$ cat src/rtl/xio_pkg.sv
// Shared types for the xio SDRAM access path: FSM states and posted-write entries.
package xio_pkg;

  // Default SDRAM byte-address width seen by the A8 aperture stage.
  localparam int ADDR_W_DEFAULT = 27;

  typedef enum logic [1:0] {
    IDLE    = 2'd0,
    WR_REQ  = 2'd1,
    RD_REQ  = 2'd2,
    RD_WAIT = 2'd3
  } bridge_state_t;

  // One posted write at the default address width.
  typedef struct packed {
    logic [ADDR_W_DEFAULT-1:0] addr;
    logic [7:0]                data;
  } wr_entry_t;

endpackage

$ cat src/rtl/xio_wr_fifo.sv
// Posted-write FIFO with a combinational address lookup that returns the
// youngest matching entry, used for store-to-load forwarding.
module xio_wr_fifo #(
  parameter int ADDR_W = 27,
  parameter int DEPTH  = 4
) (
  input  logic              clk,
  input  logic              rst_n,
  input  logic              push_i,
  input  logic [ADDR_W-1:0] push_addr_i,
  input  logic [7:0]        push_data_i,
  input  logic              pop_i,
  output logic              full_o,
  output logic              empty_o,
  output logic [ADDR_W-1:0] head_addr_o,
  output logic [7:0]        head_data_o,
  input  logic [ADDR_W-1:0] lk_addr_i,
  output logic              lk_hit_o,
  output logic [7:0]        lk_data_o
);

  localparam int IW = $clog2(DEPTH);
  localparam int PW = IW + 1;

  logic [PW-1:0]     wr_ptr_q, wr_ptr_d;
  logic [PW-1:0]     rd_ptr_q, rd_ptr_d;
  logic [PW-1:0]     count_s;
  logic              push_s;
  logic              pop_s;
  logic [IW-1:0]     idx_s;
  logic              match_s;
  logic [ADDR_W-1:0] addr_mem_q [DEPTH];
  logic [7:0]        data_mem_q [DEPTH];

  // Extra pointer MSB distinguishes full from empty when the index bits match.
  assign full_o      = (wr_ptr_q[IW] != rd_ptr_q[IW]) && (wr_ptr_q[IW-1:0] == rd_ptr_q[IW-1:0]);
  assign empty_o     = (wr_ptr_q == rd_ptr_q);
  assign count_s     = wr_ptr_q - rd_ptr_q;
  assign head_addr_o = addr_mem_q[rd_ptr_q[IW-1:0]];
  assign head_data_o = data_mem_q[rd_ptr_q[IW-1:0]];

  // A push into a full FIFO is only legal when the head leaves in the same cycle.
  assign push_s = push_i && (!full_o || pop_i);
  assign pop_s  = pop_i && !empty_o;

  // Next-state pointer arithmetic.
  always_comb begin
    wr_ptr_d = wr_ptr_q;
    rd_ptr_d = rd_ptr_q;
    if (push_s) begin
      wr_ptr_d = wr_ptr_q + {{IW{1'b0}}, 1'b1};
    end else begin
      wr_ptr_d = wr_ptr_q;
    end
    if (pop_s) begin
      rd_ptr_d = rd_ptr_q + {{IW{1'b0}}, 1'b1};
    end else begin
      rd_ptr_d = rd_ptr_q;
    end
  end

  // Pointer registers.
  always_ff @(posedge clk or negedge rst_n) begin
    if (!rst_n) begin
      wr_ptr_q <= {PW{1'b0}};
      rd_ptr_q <= {PW{1'b0}};
    end else begin
      wr_ptr_q <= wr_ptr_d;
      rd_ptr_q <= rd_ptr_d;
    end
  end

  // Entry storage, written at the tail on an accepted push.
  always_ff @(posedge clk or negedge rst_n) begin
    if (!rst_n) begin
      for (int i = 0; i < DEPTH; i++) begin
        addr_mem_q[i] <= {ADDR_W{1'b0}};
        data_mem_q[i] <= 8'h00;
      end
    end else if (push_s) begin
      addr_mem_q[wr_ptr_q[IW-1:0]] <= push_addr_i;
      data_mem_q[wr_ptr_q[IW-1:0]] <= push_data_i;
    end
  end

  // Walk entries oldest to youngest so the last match seen is the youngest.
  always_comb begin
    lk_hit_o  = 1'b0;
    lk_data_o = 8'h00;
    idx_s     = {IW{1'b0}};
    match_s   = 1'b0;
    for (int i = 0; i < DEPTH; i++) begin
      idx_s     = rd_ptr_q[IW-1:0] + IW'(i);
      match_s   = (PW'(i) < count_s) && (addr_mem_q[idx_s] == lk_addr_i);
      lk_hit_o  = lk_hit_o | match_s;
      lk_data_o = match_s ? data_mem_q[idx_s] : lk_data_o;
    end
  end

endmodule

$ cat src/rtl/sdram_access_bridge.sv
// Turns resolved A8 accesses into SDRAM controller requests: posted writes
// through a FIFO, reads with priority and store-to-load forwarding, and read
// data held on the A8 bus until the A8 clock falls.
module sdram_access_bridge
  import xio_pkg::*;
#(
  parameter int ADDR_W = ADDR_W_DEFAULT,
  parameter int DEPTH  = 4
) (
  input  logic              clk,
  input  logic              a8_rst_n,
  input  logic              acc_valid,
  input  logic [ADDR_W-1:0] acc_addr,
  input  logic              acc_rw,
  input  logic [7:0]        acc_wdata,
  input  logic              a8_clk_falling,
  output logic              mem_req,
  output logic              mem_we,
  output logic [ADDR_W-1:0] mem_addr,
  output logic [7:0]        mem_wdata,
  input  logic              mem_ack,
  input  logic              mem_rvalid,
  input  logic [7:0]        mem_rdata,
  output logic [7:0]        rd_data,
  output logic              rd_data_oe,
  output logic              busy,
  output logic              overflow,
  output logic              timeout
);

  bridge_state_t     state_q, state_d;
  logic              mem_req_q, mem_req_d;
  logic              mem_we_q, mem_we_d;
  logic [ADDR_W-1:0] mem_addr_q, mem_addr_d;
  logic [7:0]        mem_wdata_q, mem_wdata_d;
  logic              slot_vld_q, slot_vld_d;
  logic [ADDR_W-1:0] slot_addr_q, slot_addr_d;
  logic              aband_q, aband_d;
  logic [7:0]        rd_data_q, rd_data_d;
  logic              rd_oe_q, rd_oe_d;
  logic              ovf_q, ovf_d;
  logic              tmo_q, tmo_d;

  logic              acc_rd_s, acc_wr_s, fwd_s, miss_s, kill_s;
  logic              inflight_s, pop_s, push_s, deliver_s;
  logic              full_s, empty_s, lk_hit_s;
  logic [ADDR_W-1:0] head_addr_s;
  logic [7:0]        head_data_s, lk_data_s;

  assign acc_rd_s   = acc_valid & acc_rw;
  assign acc_wr_s   = acc_valid & ~acc_rw;
  assign fwd_s      = acc_rd_s & lk_hit_s;
  assign miss_s     = acc_rd_s & ~lk_hit_s;
  // A new read or the end of the A8 cycle retires whatever read came before.
  assign kill_s     = a8_clk_falling | acc_rd_s;
  assign inflight_s = (state_q == RD_REQ) || (state_q == RD_WAIT);
  assign pop_s      = (state_q == WR_REQ) && mem_ack;
  assign push_s     = acc_wr_s && (!full_s || pop_s);

  xio_wr_fifo #(
    .ADDR_W (ADDR_W),
    .DEPTH  (DEPTH)
  ) u_wr_fifo (
    .clk         (clk),
    .rst_n       (a8_rst_n),
    .push_i      (push_s),
    .push_addr_i (acc_addr),
    .push_data_i (acc_wdata),
    .pop_i       (pop_s),
    .full_o      (full_s),
    .empty_o     (empty_s),
    .head_addr_o (head_addr_s),
    .head_data_o (head_data_s),
    .lk_addr_i   (acc_addr),
    .lk_hit_o    (lk_hit_s),
    .lk_data_o   (lk_data_s)
  );

  // Next-state logic: request FSM, read slot, A8 read-data and sticky flags.
  always_comb begin
    state_d     = state_q;
    mem_req_d   = mem_req_q;
    mem_we_d    = mem_we_q;
    mem_addr_d  = mem_addr_q;
    mem_wdata_d = mem_wdata_q;
    slot_vld_d  = slot_vld_q;
    slot_addr_d = slot_addr_q;
    aband_d     = aband_q;
    rd_data_d   = rd_data_q;
    rd_oe_d     = rd_oe_q;
    ovf_d       = ovf_q | (acc_wr_s & full_s & ~pop_s);
    tmo_d       = tmo_q | (kill_s & (slot_vld_q | (inflight_s & ~aband_q)));
    deliver_s   = 1'b0;

    // A superseded slot read is dropped; a new miss parks here unless IDLE issues it now.
    if (kill_s) begin
      slot_vld_d = 1'b0;
    end else begin
      slot_vld_d = slot_vld_q;
    end
    if (miss_s && (state_q != IDLE)) begin
      slot_vld_d  = 1'b1;
      slot_addr_d = acc_addr;
    end else begin
      slot_addr_d = slot_addr_q;
    end

    case (state_q)
      IDLE: begin
        aband_d = 1'b0;
        if (miss_s) begin
          state_d     = RD_REQ;
          mem_req_d   = 1'b1;
          mem_we_d    = 1'b0;
          mem_addr_d  = acc_addr;
          mem_wdata_d = 8'h00;
        end else if (slot_vld_q && !kill_s) begin
          state_d     = RD_REQ;
          mem_req_d   = 1'b1;
          mem_we_d    = 1'b0;
          mem_addr_d  = slot_addr_q;
          mem_wdata_d = 8'h00;
          slot_vld_d  = 1'b0;
        end else if (!empty_s) begin
          state_d     = WR_REQ;
          mem_req_d   = 1'b1;
          mem_we_d    = 1'b1;
          mem_addr_d  = head_addr_s;
          mem_wdata_d = head_data_s;
        end else if (acc_wr_s) begin
          // Empty FIFO: the write being pushed now becomes the head, issue it directly.
          state_d     = WR_REQ;
          mem_req_d   = 1'b1;
          mem_we_d    = 1'b1;
          mem_addr_d  = acc_addr;
          mem_wdata_d = acc_wdata;
        end else begin
          state_d   = IDLE;
          mem_req_d = 1'b0;
        end
      end
      WR_REQ: begin
        if (mem_ack) begin
          state_d   = IDLE;
          mem_req_d = 1'b0;
          mem_we_d  = 1'b0;
        end else begin
          state_d = WR_REQ;
        end
      end
      RD_REQ: begin
        aband_d = aband_q | kill_s;
        if (mem_ack) begin
          state_d   = RD_WAIT;
          mem_req_d = 1'b0;
        end else begin
          state_d = RD_REQ;
        end
      end
      RD_WAIT: begin
        aband_d = aband_q | kill_s;
        if (mem_rvalid) begin
          state_d   = IDLE;
          deliver_s = ~(aband_q | kill_s);
        end else begin
          state_d = RD_WAIT;
        end
      end
      default: begin
        state_d   = IDLE;
        mem_req_d = 1'b0;
        mem_we_d  = 1'b0;
      end
    endcase

    // Falling edge ends the bus cycle; a forward belongs to the newer access and wins.
    if (a8_clk_falling) begin
      rd_oe_d = 1'b0;
    end else begin
      rd_oe_d = rd_oe_q;
    end
    if (fwd_s) begin
      rd_data_d = lk_data_s;
      rd_oe_d   = 1'b1;
    end else if (deliver_s) begin
      rd_data_d = mem_rdata;
      rd_oe_d   = 1'b1;
    end else begin
      rd_data_d = rd_data_q;
    end
  end

  // State and output registers; reset drops the request immediately.
  always_ff @(posedge clk or negedge a8_rst_n) begin
    if (!a8_rst_n) begin
      state_q     <= IDLE;
      mem_req_q   <= 1'b0;
      mem_we_q    <= 1'b0;
      mem_addr_q  <= {ADDR_W{1'b0}};
      mem_wdata_q <= 8'h00;
      slot_vld_q  <= 1'b0;
      slot_addr_q <= {ADDR_W{1'b0}};
      aband_q     <= 1'b0;
      rd_data_q   <= 8'h00;
      rd_oe_q     <= 1'b0;
      ovf_q       <= 1'b0;
      tmo_q       <= 1'b0;
    end else begin
      state_q     <= state_d;
      mem_req_q   <= mem_req_d;
      mem_we_q    <= mem_we_d;
      mem_addr_q  <= mem_addr_d;
      mem_wdata_q <= mem_wdata_d;
      slot_vld_q  <= slot_vld_d;
      slot_addr_q <= slot_addr_d;
      aband_q     <= aband_d;
      rd_data_q   <= rd_data_d;
      rd_oe_q     <= rd_oe_d;
      ovf_q       <= ovf_d;
      tmo_q       <= tmo_d;
    end
  end

  assign mem_req    = mem_req_q;
  assign mem_we     = mem_we_q;
  assign mem_addr   = mem_addr_q;
  assign mem_wdata  = mem_wdata_q;
  assign rd_data    = rd_data_q;
  assign rd_data_oe = rd_oe_q;
  assign overflow   = ovf_q;
  assign timeout    = tmo_q;
  assign busy       = ~empty_s | slot_vld_q | (state_q != IDLE);

endmodule

$ cat config.mk
export PLATFORM = sky130hd
export DESIGN_NAME = sdram_access_bridge
export DESIGN_NICKNAME = d
export VERILOG_FILES = /design/src/rtl/xio_pkg.sv /design/src/rtl/xio_wr_fifo.sv /design/src/rtl/sdram_access_bridge.sv
export SDC_FILE = /design/constraint.sdc
export NUM_CORES = 1
export LEC_CHECK = 0
export BUFFER_PORTS_ARGS = -buffer_cell sky130_fd_sc_hd__buf_2
export CAP_MARGIN = 20
export CORE_ASPECT_RATIO = 0.7
export CORE_MARGIN = 10
export CORE_UTILIZATION = 50
export CTS_BUF_LIST = sky130_fd_sc_hd__clkbuf_16
export CTS_CLUSTER_DIAMETER = 30
export DETAILED_ROUTE_END_ITERATION = 12
export HOLD_SLACK_MARGIN = 0.03
export PLACE_DENSITY_LB_ADDON = 0.3
export SETUP_SLACK_MARGIN = 0.02
export SYNTH_ARGS = -nofsm -noshare
export SYNTH_HDL_FRONTEND = slang
export SYNTH_SLANG_ARGS = --single-unit
$ cat constraint.sdc
create_clock -name clk -period 4.55 [get_ports clk]
set_input_delay 0.2275 -clock clk [delete_from_list [all_inputs] [get_ports clk]]
set_output_delay 0.2275 -clock clk [all_outputs]
set_load 0.05 [all_outputs]
### Word level (Yosys, flattened, before mapping)

Cells that the tools add are included.

* add/subtract/negate cells: 6
* magnitude comparators: 10
* eq/ne operators: 14
* mux-type cells: 74
* bitwise logic cells: 29
* reductions and logical operators: 29

Operators by type and width (number)
* 27-bit 2-to-1 mux: 13
* 27-bit binary-select mux with 2-bit select: 4
* 8-bit 2-to-1 mux: 19
* 108-bit bitwise mux: 1
* 27-bit == test: 4
* 8-bit binary-select mux with 2-bit select: 4
* 27-bit demux with 2-bit select: 1
* 32-bit bitwise mux: 1
* 1-bit 2-to-1 mux: 23
* 8-bit demux with 2-bit select: 1
* 3-bit >= comparator (second input constant): 5
* 2-bit NOT with 3-bit output: 5
* 1-bit logical AND: 12
* 1-bit bitwise OR: 10
* 2-bit nonzero test: 5
* 1-bit AND: 8
* 2-bit case mux with 4 select lines: 1
* 3-bit by 1-bit adder with 3-bit output (second input constant): 2
* 1-bit by 3-bit less-than comparator with 1-bit output (first input constant): 2
* 2-bit by 3-bit less-than comparator with 1-bit output (first input constant): 2
* 2-bit 2-to-1 mux: 3
* 1-bit NOT: 6
* 1-bit case mux with 2 select lines: 3
* 5-bit != test (second input constant): 1
* 19 further kinds: 26

* register bits: 225
* input bits: 50
* output and inout port bits: 49
* word-level logic and storage cells: 184

### Depth between registers and ports, before layout

Gate-level depths: netlist of run 1.

* word-level depth: 17
* depth in mapped cells: 17
* gate-level depth less buffers: 12

### By module

Synthesis of run 1 repeated with hierarchy kept, for this count alone.

* cell total of the unflattened synthesis: 1273
* area total of the unflattened synthesis: 15056.9 um^2

Modules (own cells, without submodules)
* xio_wr_fifo: instances 1, cells each 840, area each 10944.2 um^2, sequential area each 3653.5 um^2
* sdram_access_bridge: instances 1, cells each 433, area each 4112.7 um^2, sequential area each 1976.9 um^2

### Worst setup path before layout of run 1

OpenSTA, ideal clock, no wires.

* kind: register to register
* from: register u_wr_fifo.rd_ptr_q[1]
* to: register mem_addr_q[17] (netlist: mem_addr[17])
* setup time: 121 ps
* data arrival time: 3629 ps
* data required time: 4429 ps
* path slack: 800 ps
* cell stages (with the launch flop): 16
* buffers on the path: 5
* period minus slack after synthesis: 3750 ps
* cell sequence: dfrtp_1 buf_2 buf_2 buf_1 inv_1 fa_1 xnor2_1 a2111oi_0 and3_1 buf_2 nand2_1 nand3_1 o21ai_1 clkbuf_1 or2b_1 a22o_1

* longest elaborated chain between the ends: 14
* elaborated cells between the ends (all ways): 43
* those cells by class: add/sub: 4; order compare: 4; eq/ne: 6; mux: 15; bitwise: 9; reduce/logical: 5

RTL lines
* start, declared: RTL line xio_wr_fifo.sv:26 `logic [PW-1:0] rd_ptr_q, rd_ptr_d;`
* start signal, assigned: RTL line xio_wr_fifo.sv:66 `rd_ptr_q <= {PW{1'b0}};`
* start signal, assigned: RTL line xio_wr_fifo.sv:69 `rd_ptr_q <= rd_ptr_d;`
* 2-bit by 1-bit adder with 2-bit output: RTL line xio_wr_fifo.sv:93 `idx_s = rd_ptr_q[IW-1:0] + IW'(i);`
* 2-bit NOT with 3-bit output (implied by the code): RTL line xio_wr_fifo.sv:94 `match_s = (PW'(i) < count_s) && (addr_mem_q[idx_s] == lk_addr_i);`
* 27-bit binary-select mux with 2-bit select: RTL line xio_wr_fifo.sv:94
* 27-bit 2-to-1 mux (implied by the code) (2 in a row): RTL line xio_wr_fifo.sv:94
* 27-bit == test: RTL line xio_wr_fifo.sv:94
* 1-bit logical AND: RTL line xio_wr_fifo.sv:94
* 1-bit bitwise OR (3 in a row): RTL line xio_wr_fifo.sv:95 `lk_hit_o = lk_hit_o | match_s;`
* 1-bit NOT: RTL line sdram_access_bridge.sv:53 `assign miss_s = acc_rd_s & ~lk_hit_s;`
* 1-bit AND: RTL line sdram_access_bridge.sv:53
* 4-bit by 3-bit != test with 1-bit output (no line)
* 2-bit AND reduction (no line)
* end signal, assigned: RTL line sdram_access_bridge.sv:199 `mem_addr_q <= {ADDR_W{1'b0}};`
* end signal, assigned: RTL line sdram_access_bridge.sv:212 `mem_addr_q <= mem_addr_d;`
* end, declared: RTL line sdram_access_bridge.sv:34 `logic [ADDR_W-1:0] mem_addr_q, mem_addr_d;`

Parallel ways exist; a longest one is shown, timed or not. The select of a mux whose other input is x is not followed.
A chain may end at the register's enable or synchronous reset.

### Worst setup path after layout of run 1

* from: register u_wr_fifo.rd_ptr_q[1]
* to: register mem_addr_q[19] (netlist: mem_addr[19])

The elaborated chain is that of the path after synthesis.

==> results of run 1 <==
sequential cells by signal, summed over array words and instances (netlist names):
register / flops
rd_data_oe: 1
overflow: 1
u_wr_fifo.rd_ptr_q: 3
u_wr_fifo.data_mem_q: 32
mem_addr: 27
mem_req: 1
mem_wdata: 8
aband_q: 1
u_wr_fifo.addr_mem_q: 108
timeout: 1
slot_vld_q: 1
state_q: 2
slot_addr_q: 27
rd_data: 8
mem_we: 1
u_wr_fifo.wr_ptr_q: 3
worst max path at each step:
stage                     slack [ps]  cells past startpoint                       end
after floorplan                  800                     15  mem_addr[17]$_DFFE_PN0P_
after global placement           160                     13  mem_addr[19]$_DFFE_PN0P_
after detailed placement         110                     13  mem_addr[23]$_DFFE_PN0P_
after CTS                         80                     13  mem_addr[19]$_DFFE_PN0P_
after global routing             120                     12  mem_addr[16]$_DFFE_PN0P_
final                            190                     13  mem_addr[19]$_DFFE_PN0P_
layer usage:
metal | global-route usage | wire length [µm] | vias to the layer above
met3 | 0.0900 | 5810 | 73
met2 | 0.331 | 19000 | 653
met5 | 0 | 0 | -
li1 | - | - | 4922
met1 | 0.346 | 19400 | 5938
met4 | 0.0535 | 748 | 0
power by group through the flow:
stage,Clock [W],Sequential (W),Combinational (W)
2_1_floorplan,0,0.00427,0.00683
3_3_place_gp,0,0.00397,0.00922
3_5_place_dp,0,0.00405,0.00933
4_1_cts,0.00338,0.00404,0.00943
5_1_grt,0.00347,0.00422,0.0101
6_report,0.00333,0.00410,0.00956
cell usage in the layout (no fill, tap or decap), types with 29 or more instances in the layout:
cell type and n:
dfrtp_1 223, mux4_2 114, nor2_1 63, clkbuf_16 46, buf_2 97, o21ai_0 35
nand2_1 80, a31oi_1 29, mux2_2 148, a22o_1 29, xnor2_1 75, mux2i_1 69
worst max-delay path, cell delays in order, from the launching register on:
cell       delay (ps)
dfrtp_4           410
buf_4             290
buf_6             530
mux4_2            430
xnor2_1           290
nand4_1           220
a2111oi_1         600
nand4_2           270
buf_4             280
nand2_1           120
nor2_2             80
a31oi_4           200
buf_4             340
a22o_1            210
cell families (layout without fill, tap and decap cells):
family / Yosys count / in the layout / synth area share
and+or+nand+nor: 242 / 242 / 0.0776
DFF: 225 / 225 / 0.375
adders and majority gates: 12 / 12 / 0.0105
AOI/OAI and AO/OA: 214 / 214 / 0.108
xor gates and xnor gates: 101 / 101 / 0.0588
buffers and inverters: 128 / 245 / 0.0419
muxes: 332 / 332 / 0.328
metrics by stage:
| stage | hold slack [ps] | setup slack, ps |
|---|---|---|
| after global routing | 95.2 | 116 |
| final | 65.7 | 188 |
| after global placement | 319 | 162 |
| after floorplan | -68.1 | 800 |
| after detailed placement | 332 | 111 |
| after CTS | 56.3 | 79.5 |
cell type report:
type                       count  area, µm²
clock buffer                  46       1150
fill                        2373      12300
clock inverter                33        377
tap                          385        482
sequential                   225       5640
multi-input combinational    901       8810
timing repair buffer         150       1050
inverter                      16       60.1
what timing repair did:
action,in CTS,in global routing
hold buffers,19,0
hold endpoints to repair,142,0
resized for setup,0,1
endpoints found under the setup margin,0,27
==> impl_metrics.yaml, run 1 <==
routing:
  num_vias: 11600
  antenna_left: 0
  drt_wl_total_mm: 45.0
  drc: 0
  first_iter_violations: 1614
  drt_first_pass_iters: 6
  vias_per_cell: 6.60
  routedWlPerCell_um: 25.6
critical_path:
  ff2ff_path_depth: 13
  required_ps: 5030
  reg2reg_from: "u_wr_fifo.rd_ptr_q[1]$_DFFE_PN0P_"
  critPathLaunch: "u_wr_fifo.rd_ptr_q[1]$_DFFE_PN0P_"
  worstSetupPathType: "flop to flop"
  critPathArrivalTime_ps: 4840
  crit_path_start_kind: "flop"
  end_kind: "flop"
  timing.rr.end: "mem_addr[19]$_DFFE_PN0P_"
  critPathMaxFanout: 58
  ff2ff_setup_slack_ps: 190
cells_and_area:
  fin_area_um2: 17600
  syn_to_final_growth_pct: 16.9
  drive_gt1_frac: 0.357
  fin_nets: 1400
  n_antenna_cell: 0
  final_cells: 1756
  postLayoutCoreUtil: 0.589
power_and_ir_drop:
  p_sw_w: 0.00724
  combPwrFrac: 0.562
  p_seq_frac: 0.242
  intPower_w: 0.00975
  vdd_ir_drop_max_mv: 0.550
  powerDensity_nw_per_um2: 967
  p_sw_frac: 0.426
  pwr-share-clk: 0.196
  finalPower_w: 0.0170
  p_leak_nw: 7.40
clocking:
  cts_tree: "built"
  htree_levels: 2
  clkSinkCount: 225
  cts_root_buffer: "clkbuf_16"
  clk_latency_ps: 540
  clock_path_buffers: 3
  post_cts.repair.setup_buffers: 0
  path_clk_slew_ps: 50
  cts_buffers: 44
synthesis:
  synth-edff-count: 0
  ys_seq_elements: 225
  synthArstFlopShare: 1.00
  synth_area_leaders: "dfrtp_1 (37%), mux4_2 (17%), mux2_2 (11%)"
  syn_nets: 1316
  synthCells: 1254
  synth_cell_types: 66
  syn-cell-area_um2: 15000
  synth_top_cell_area_share: 0.375
  synth_commonest_cells: "dfrtp_1 (225), mux2_2 (148), mux4_2 (114), nand2_1 (85), xnor2_1 (75)"
  synthFlopType: "dfrtp_1"
  synth_top_area_cell: "dfrtp_1"
  synth_area_per_cell_um2: 12.0
  yosysSeqAreaShare: 0.375
  synth_most_common_cell: "dfrtp_1"
  yosys_warnings: 0
floorplanning:
  die_w_um: 227
  design.core.area_um2: 29800
  start_util: 0.504
  fp.dieH_um: 165
  ioPinCount: 99
  dieArea_um2: 37500
  placementRows: 53
sta:
  rsz0062_at_grt: "false"
  min_period_ps: 4360
  slew_viol_final: 0
  max_freq_mhz: 229
  setup_tns_ps: 0
  tightest_slew_ps: 1020
  clock_skew_ps: 16.6
  post-route-period-util: 0.959
  relSlewSlack: 0.318
  setup_violations: 0
  hold_viol: 0
global_route:
  overflow: 0
  antenna_found_initial: 0
  grt_pass1_vias: 11200
  grtUsageTotal: 0.238
  grt_pass1_wl_mm: 68.8
  grt_max_degree: 105
hold_path:
  whs_path_depth: 4
  min_from: "mem_rvalid"
  min_to: "state_q[1]$_DFF_PN0_"
  hold_class: "primary input to flop"
placed_design:
  hpwl_mm: 31.2
  dpl_cell_area_um2: 15800
  routabilityCongestion: 0.967
  dp_cells: 1655
  io_buffers: 98
job:
  max_cap_viol_count: 0
status:
  outcome: "complete, no violations"
Note: power is estimated with default switching activity, not from simulation.
==> inputs of run 2 (changes only) <==
ABC_AREA = 1   (was unset)
==> impl_metrics.yaml, run 2 <==
status:
  outcome: "complete, no violations"
synthesis:
  synth_most_common_cell: "nand2_1"
  synth_top_area_cell: "dfrtp_1"
  synth_cell_types: 35
  synthArstFlopShare: 1.00
  synthCells: 2319
  synth_commonest_cells: "nand2_1 (961), nand3_1 (331), dfrtp_1 (225), o21ai_0 (191), nor2_1 (116)"
  synth_area_leaders: "dfrtp_1 (37%), nand2_1 (24%), nand3_1 (11%)"
  synth_top_cell_area_share: 0.372
  ys_seq_elements: 225
  syn_nets: 2381
  synth-edff-count: 0
  synth_area_per_cell_um2: 6.53
  yosysSeqAreaShare: 0.372
  syn-cell-area_um2: 15100
  synthFlopType: "dfrtp_1"
  yosys_warnings: 0
placed_design:
  hpwl_mm: 37.9
  routabilityCongestion: 1.02
  io_buffers: 98
critical_path:
  end_kind: "flop"
  critPathBufInv: 2
  crit_path_start_kind: "flop"
  critPathLaunch: "u_wr_fifo.rd_ptr_q[0]$_DFFE_PN0P_"
  max_stage_delay_ps: 670
  cpMostUsedCell: "nand2_1"
  critPathTopFamily: "simple AND/OR/NAND/NOR gates"
  path_cells: "ha_2 -> buf_4 -> nand3_1 -> nand2_1 -> nand2_1 -> nand2_1 -> nor2_1 -> nand2_1 -> nor2_1 -> nand2_1 -> nor2_1 -> nor2_1 -> nand3_2 -> buf_4 -> o21ai_0 -> nand2_1 -> nand2_1"
  critPathMaxFanout: 55
  worstSetupPathType: "flop to flop"
  required_ps: 5070
  critPathArrivalTime_ps: 4770
  reg2reg_from: "u_wr_fifo.rd_ptr_q[0]$_DFFE_PN0P_"
  crit_path_top_delay_cell: "dfrtp_4"
  crit_end: "mem_addr[17]$_DFFE_PN0P_"
  ff2ff_path_depth: 17
  ff2ff_setup_slack_ps: 300
  timing.rr.end: "mem_addr[17]$_DFFE_PN0P_"
  crit_cells: 17
cells_and_area:
  syn_to_final_growth_pct: 18.6
  postLayoutCoreUtil: 0.600
  fillers: 2715
  fin_nets: 2468
  multi_input_area_um2: 8430
  drive_gt1_frac: 0.0925
  regMostFlops: "u_wr_fifo.addr_mem_q"
  top_regs: "u_wr_fifo.addr_mem_q x108, u_wr_fifo.data_mem_q x32"
  largest_reg_flops: 108
  final_cell_mix: "nand2_1 (961), nand3_1 (331), dfrtp_1 (223)"
  ff_latch_area_um2: 5640
  layout_commonest_cell: "nand2_1"
floorplanning:
  fp.dieH_um: 166
  die_w_um: 228
  ioPinCount: 99
  placementRows: 53
  dieArea_um2: 37800
  design.core.area_um2: 29900
  start_util: 0.506
sta:
  hold_viol: 0
  relSlewSlack: 0.324
  post-route-period-util: 0.934
  tightest_slew_ps: 1010
  setup_violations: 0
  slew_viol_final: 0
  clock_skew_ps: 28.5
  max_freq_mhz: 235
  min_period_ps: 4250
  setup_tns_ps: 0
  rsz0062_at_grt: "false"
job:
  max_cap_viol_count: 0
routing:
  drc: 0
  first_iter_violations: 2557
  drt_wl_total_mm: 54.0
  num_vias: 16500
  vias_per_cell: 5.76
  drt_first_pass_iters: 6
  antenna_left: 0
  routedWlPerCell_um: 18.9
global_route:
  grt_use_met3: 0.0973
  grtUsageTotal: 0.274
  antenna_found_initial: 1
  grt_busiest_layer: "met1"
  overflow: 0
  grt_pass1_vias: 15000
  grt_pass1_wl_mm: 84.3
  use_met1: 0.395
  use_met2: 0.379
  grt_max_degree: 111
clocking:
  cts_root_buffer: "clkbuf_16"
  cts_tree: "built"
  htree_levels: 2
  cts_buffers: 47
  clk_latency_ps: 580
  path_clk_slew_ps: 50
  clkSinkCount: 225
  clock_path_buffers: 3
  post_cts.repair.setup_buffers: 0
power_and_ir_drop:
  powerDensity_nw_per_um2: 969
  p_sw_w: 0.00896
  p_sw_frac: 0.515
  p_seq_frac: 0.219
  combPwrFrac: 0.572
  pwr-share-clk: 0.209
  intPower_w: 0.00844
  p_leak_nw: 8.92
  vdd_ir_drop_max_mv: 0.572
  finalPower_w: 0.0174
hold_path:
  hold_class: "primary input to flop"
==> run 2: logic make-up after synthesis <==
kind of cell | share of synthesized area
compound gates | 0.144
xor+xnor | 0.00694
fa+ha+maj | 0.0104
buf+inv | 0.0744
flops | 0.372
mux | 0.00603
simple gates | 0.387
==> run 2: power groups by stage <==
stage	registers [W]	logic, W	clock network (W)
6_report	0.00381	0.00996	0.00363
5_1_grt	0.00391	0.0110	0.00377
3_5_place_dp	0.00378	0.00957	0
2_1_floorplan	0.00417	0.00659	0
4_1_cts	0.00376	0.00967	0.00366
3_3_place_gp	0.00375	0.00936	0
==> run 2: layout make-up <==
| class | count | area share |
|---|---|---|
| clock buffers | 47 | 0.0655 |
| flip-flops and latches | 225 | 0.314 |
| repair buffers | 166 | 0.0654 |
| clock inverters | 40 | 0.0289 |
| diodes | 2 | 0.000279 |
| well taps | 412 | 0.0287 |
| inverters | 133 | 0.0278 |
| multi-input cells | 1833 | 0.470 |
==> run 2: what timing repair did <==
action	in CTS	in global routing
gates resized for setup	0	0
hold buffers	40	0
hold endpoints to repair	145	0
==> run 2: worst min-delay path by stage <==
stage	from	endpoint	slack [ps]	cells after the start
after floorplan	a8_rst_n	aband_q$_DFFE_PN0P_	-70	0
after global placement	a8_rst_n	u_wr_fifo.addr_mem_q[95]$_DFFE_PN0P_	260	1
after detailed placement	a8_rst_n	u_wr_fifo.addr_mem_q[95]$_DFFE_PN0P_	260	1
after CTS	acc_addr[22]	slot_addr_q[22]$_DFFE_PN0P_	30	3
after global routing	acc_addr[22]	slot_addr_q[22]$_DFFE_PN0P_	50	3
final	mem_rvalid	state_q[1]$_DFF_PN0_	50	4
==> run 2: stage by stage <==
step	area [µm²]	hold WS, ps	worst slack, ps	std cells
3_3_place_gp	15900	263	611	2729
4_1_cts	18000	34.3	449	2856
2_1_floorplan	15100	-68.1	1370	2319
3_5_place_dp	15900	264	508	2729
5_1_grt	18000	49.5	102	2857
6_report	18000	50.1	300	2858
==> run 2: routing by layer <==
layer / vias up / wire length, µm
met3: 97 / 7890
li1: 7746 / -
met2: 1003 / 21600
met1: 7605 / 23500
met5: - / 0
met4: 0 / 1040
==> run 2: worst register-to-register path, cell delays in order (launching register included) <==
cell	delay (ps)
dfrtp_4	670
ha_2	470
buf_4	520
nand3_1	230
nand2_1	160
nand2_1	70
nand2_1	80
nor2_1	40
nand2_1	60
nor2_1	50
nand2_1	60
nor2_1	50
nor2_1	320
nand3_2	270
buf_4	350
o21ai_0	620
nand2_1	110
nand2_1	70
==> inputs of run 3 (changes only) <==
CAP_MARGIN = 40   (was 20)
CORE_UTILIZATION = 52   (was 50)
==> impl_metrics.yaml, run 3 (same netlist as run 2, synthesis figures left out) <==
sta:
  post-route-period-util: 0.858
  hold_viol: 0
  clock_skew_ps: 12.7
  setup_tns_ps: 0
  relSlewSlack: 0.440
  tightest_slew_ps: 831
  setup_violations: 0
  rsz0062_at_grt: "false"
  slew_viol_final: 0
  min_period_ps: 3900
  max_freq_mhz: 256
cells_and_area:
  regMostFlops: "u_wr_fifo.addr_mem_q"
  layout_commonest_cell: "nand2_1"
  fin_nets: 2451
  syn_to_final_growth_pct: 17.6
  largest_reg_flops: 108
  top_regs: "u_wr_fifo.addr_mem_q x108, u_wr_fifo.data_mem_q x32"
  final_cell_mix: "nand2_1 (961), nand3_1 (331), dfrtp_1 (223)"
  drive_gt1_frac: 0.0944
clocking:
  cts_root_buffer: "clkbuf_16"
  clock_path_buffers: 3
  cts-resized-gates: 0
  clk_latency_ps: 550
  path_clk_slew_ps: 50
  cts_buffers: 47
  cts_tree: "built"
  htree_levels: 2
  clkSinkCount: 225
global_route:
  overflow: 0
  antenna_found_initial: 2
  grt_pass1_wl_mm: 83.7
  grtUsageTotal: 0.292
  grt_max_degree: 106
  grt_pass1_vias: 14700
job:
  max_cap_viol_count: 0
critical_path:
  critPathMaxFanout: 54
  end_kind: "flop"
  critPathArrivalTime_ps: 4340
  worstSetupPathType: "flop to flop"
  required_ps: 4990
  crit_path_start_kind: "flop"
routing:
  antenna_left: 0
  drt_wl_total_mm: 54.3
  drc: 0
  vias_per_cell: 5.82
  num_vias: 16300
  first_iter_violations: 2324
  routedWlPerCell_um: 19.3
  drt_first_pass_iters: 6
floorplanning:
  placementRows: 52
  start_util: 0.525
  dieArea_um2: 36500
  fp.dieH_um: 163
  design.core.area_um2: 28800
  die_w_um: 224
  ioPinCount: 99
placed_design:
  routabilityCongestion: 0.989
  io_buffers: 98
  hpwl_mm: 38.6
power_and_ir_drop:
  p_leak_nw: 8.89
  vdd_ir_drop_max_mv: 0.670
  powerDensity_nw_per_um2: 985
  finalPower_w: 0.0175
status:
  outcome: "complete, no violations"
hold_path:
  hold_class: "primary input to flop"
==> run 3: changes by cell type in the layout (fill, tap and decap cells not counted), sizes merged <==
cell / before / now
buf: 126 / 125
bufinv: 8 / 9
clkbuf: 47 / 49
clkinvlp: 7 / 4
dlygate4sd3: 40 / 24
clkinv: 33 / 32
inv: 125 / 126
==> run 3: final cells by class <==
class	count	area [µm²]
fillers	2556	11000
multi-input cells	1833	8430
flip-flops and latches	225	5640
clock buffers	49	1230
repair buffers	149	1050
inverters	133	499
clock inverters	38	489
well taps	378	473
diodes	2	5.00
==> run 3: what timing repair did <==
action | 4_1_cts | 5_1_grt
hold buffers | 24 | 0
hold endpoints to repair | 104 | 0
setup buffers | 0 | 0
==> run 3: where the power goes <==
part	internal, W	total (W)	switching, W
sequential	0.00301	0.00371	0.000704
clock	0.00249	0.00374	0.00124
combinational	0.00309	0.0101	0.00701
==> run 3: metal layers <==
| layer | vias to the layer above | part of all wire | track usage |
|---|---|---|---|
| li1 | 7722 | - | - |
| met1 | 7532 | 0.43 | 0.407 |
| met2 | 979 | 0.38 | 0.385 |
| met3 | 99 | 0.16 | 0.148 |
| met4 | 2 | 0.020 | 0.0758 |
| met5 | - | 0.00017 | 0 |
==> run 3: final timing paths <==
path / cells after the start / from / slack [ps] / to
worst max-delay path: 17 / u_wr_fifo.rd_ptr_q[0]$_DFFE_PN0P_ / 650 / mem_addr[14]$_DFFE_PN0P_
worst min-delay path: 3 / acc_wdata[7] / 50 / u_wr_fifo.data_mem_q[7]$_DFFE_PN0P_
max in group asynchronous: 3 / a8_rst_n / 3060 / u_wr_fifo.rd_ptr_q[0]$_DFFE_PN0P_
min in group asynchronous: 2 / a8_rst_n / 210 / u_wr_fifo.addr_mem_q[37]$_DFFE_PN0P_
worst min register to register: 2 / mem_addr[2]$_DFFE_PN0P_ / 480 / mem_addr[2]$_DFFE_PN0P_
worst max register to register: 17 / u_wr_fifo.rd_ptr_q[0]$_DFFE_PN0P_ / 650 / mem_addr[14]$_DFFE_PN0P_
==> run 3: critical path: stages, from the launching register on <==
cell,delay (ps)
dfrtp_4,520
ha_2,340
inv_2,390
buf_12,260
nand3_1,120
nand2_1,70
nand2_1,40
nand2_1,60
nand3_1,80
nor2_1,300
nand3_1,120
nor2_1,260
nor2_1,150
nand3_2,190
buf_4,430
o21ai_0,220
nand2_1,120
nand2_1,60
==> run 3: through the flow <==
step	utilization	area, µm²	setup WS (ps)	instances	hold WS, ps
after global placement	0.549	15800	929	2693	201
final	0.618	17800	646	2807	46.5
after floorplan	-	15100	1370	2319	-68.1
after CTS	0.618	17800	830	2805	30.0
after detailed placement	0.550	15900	854	2694	205
after global routing	0.618	17800	472	2806	67.7
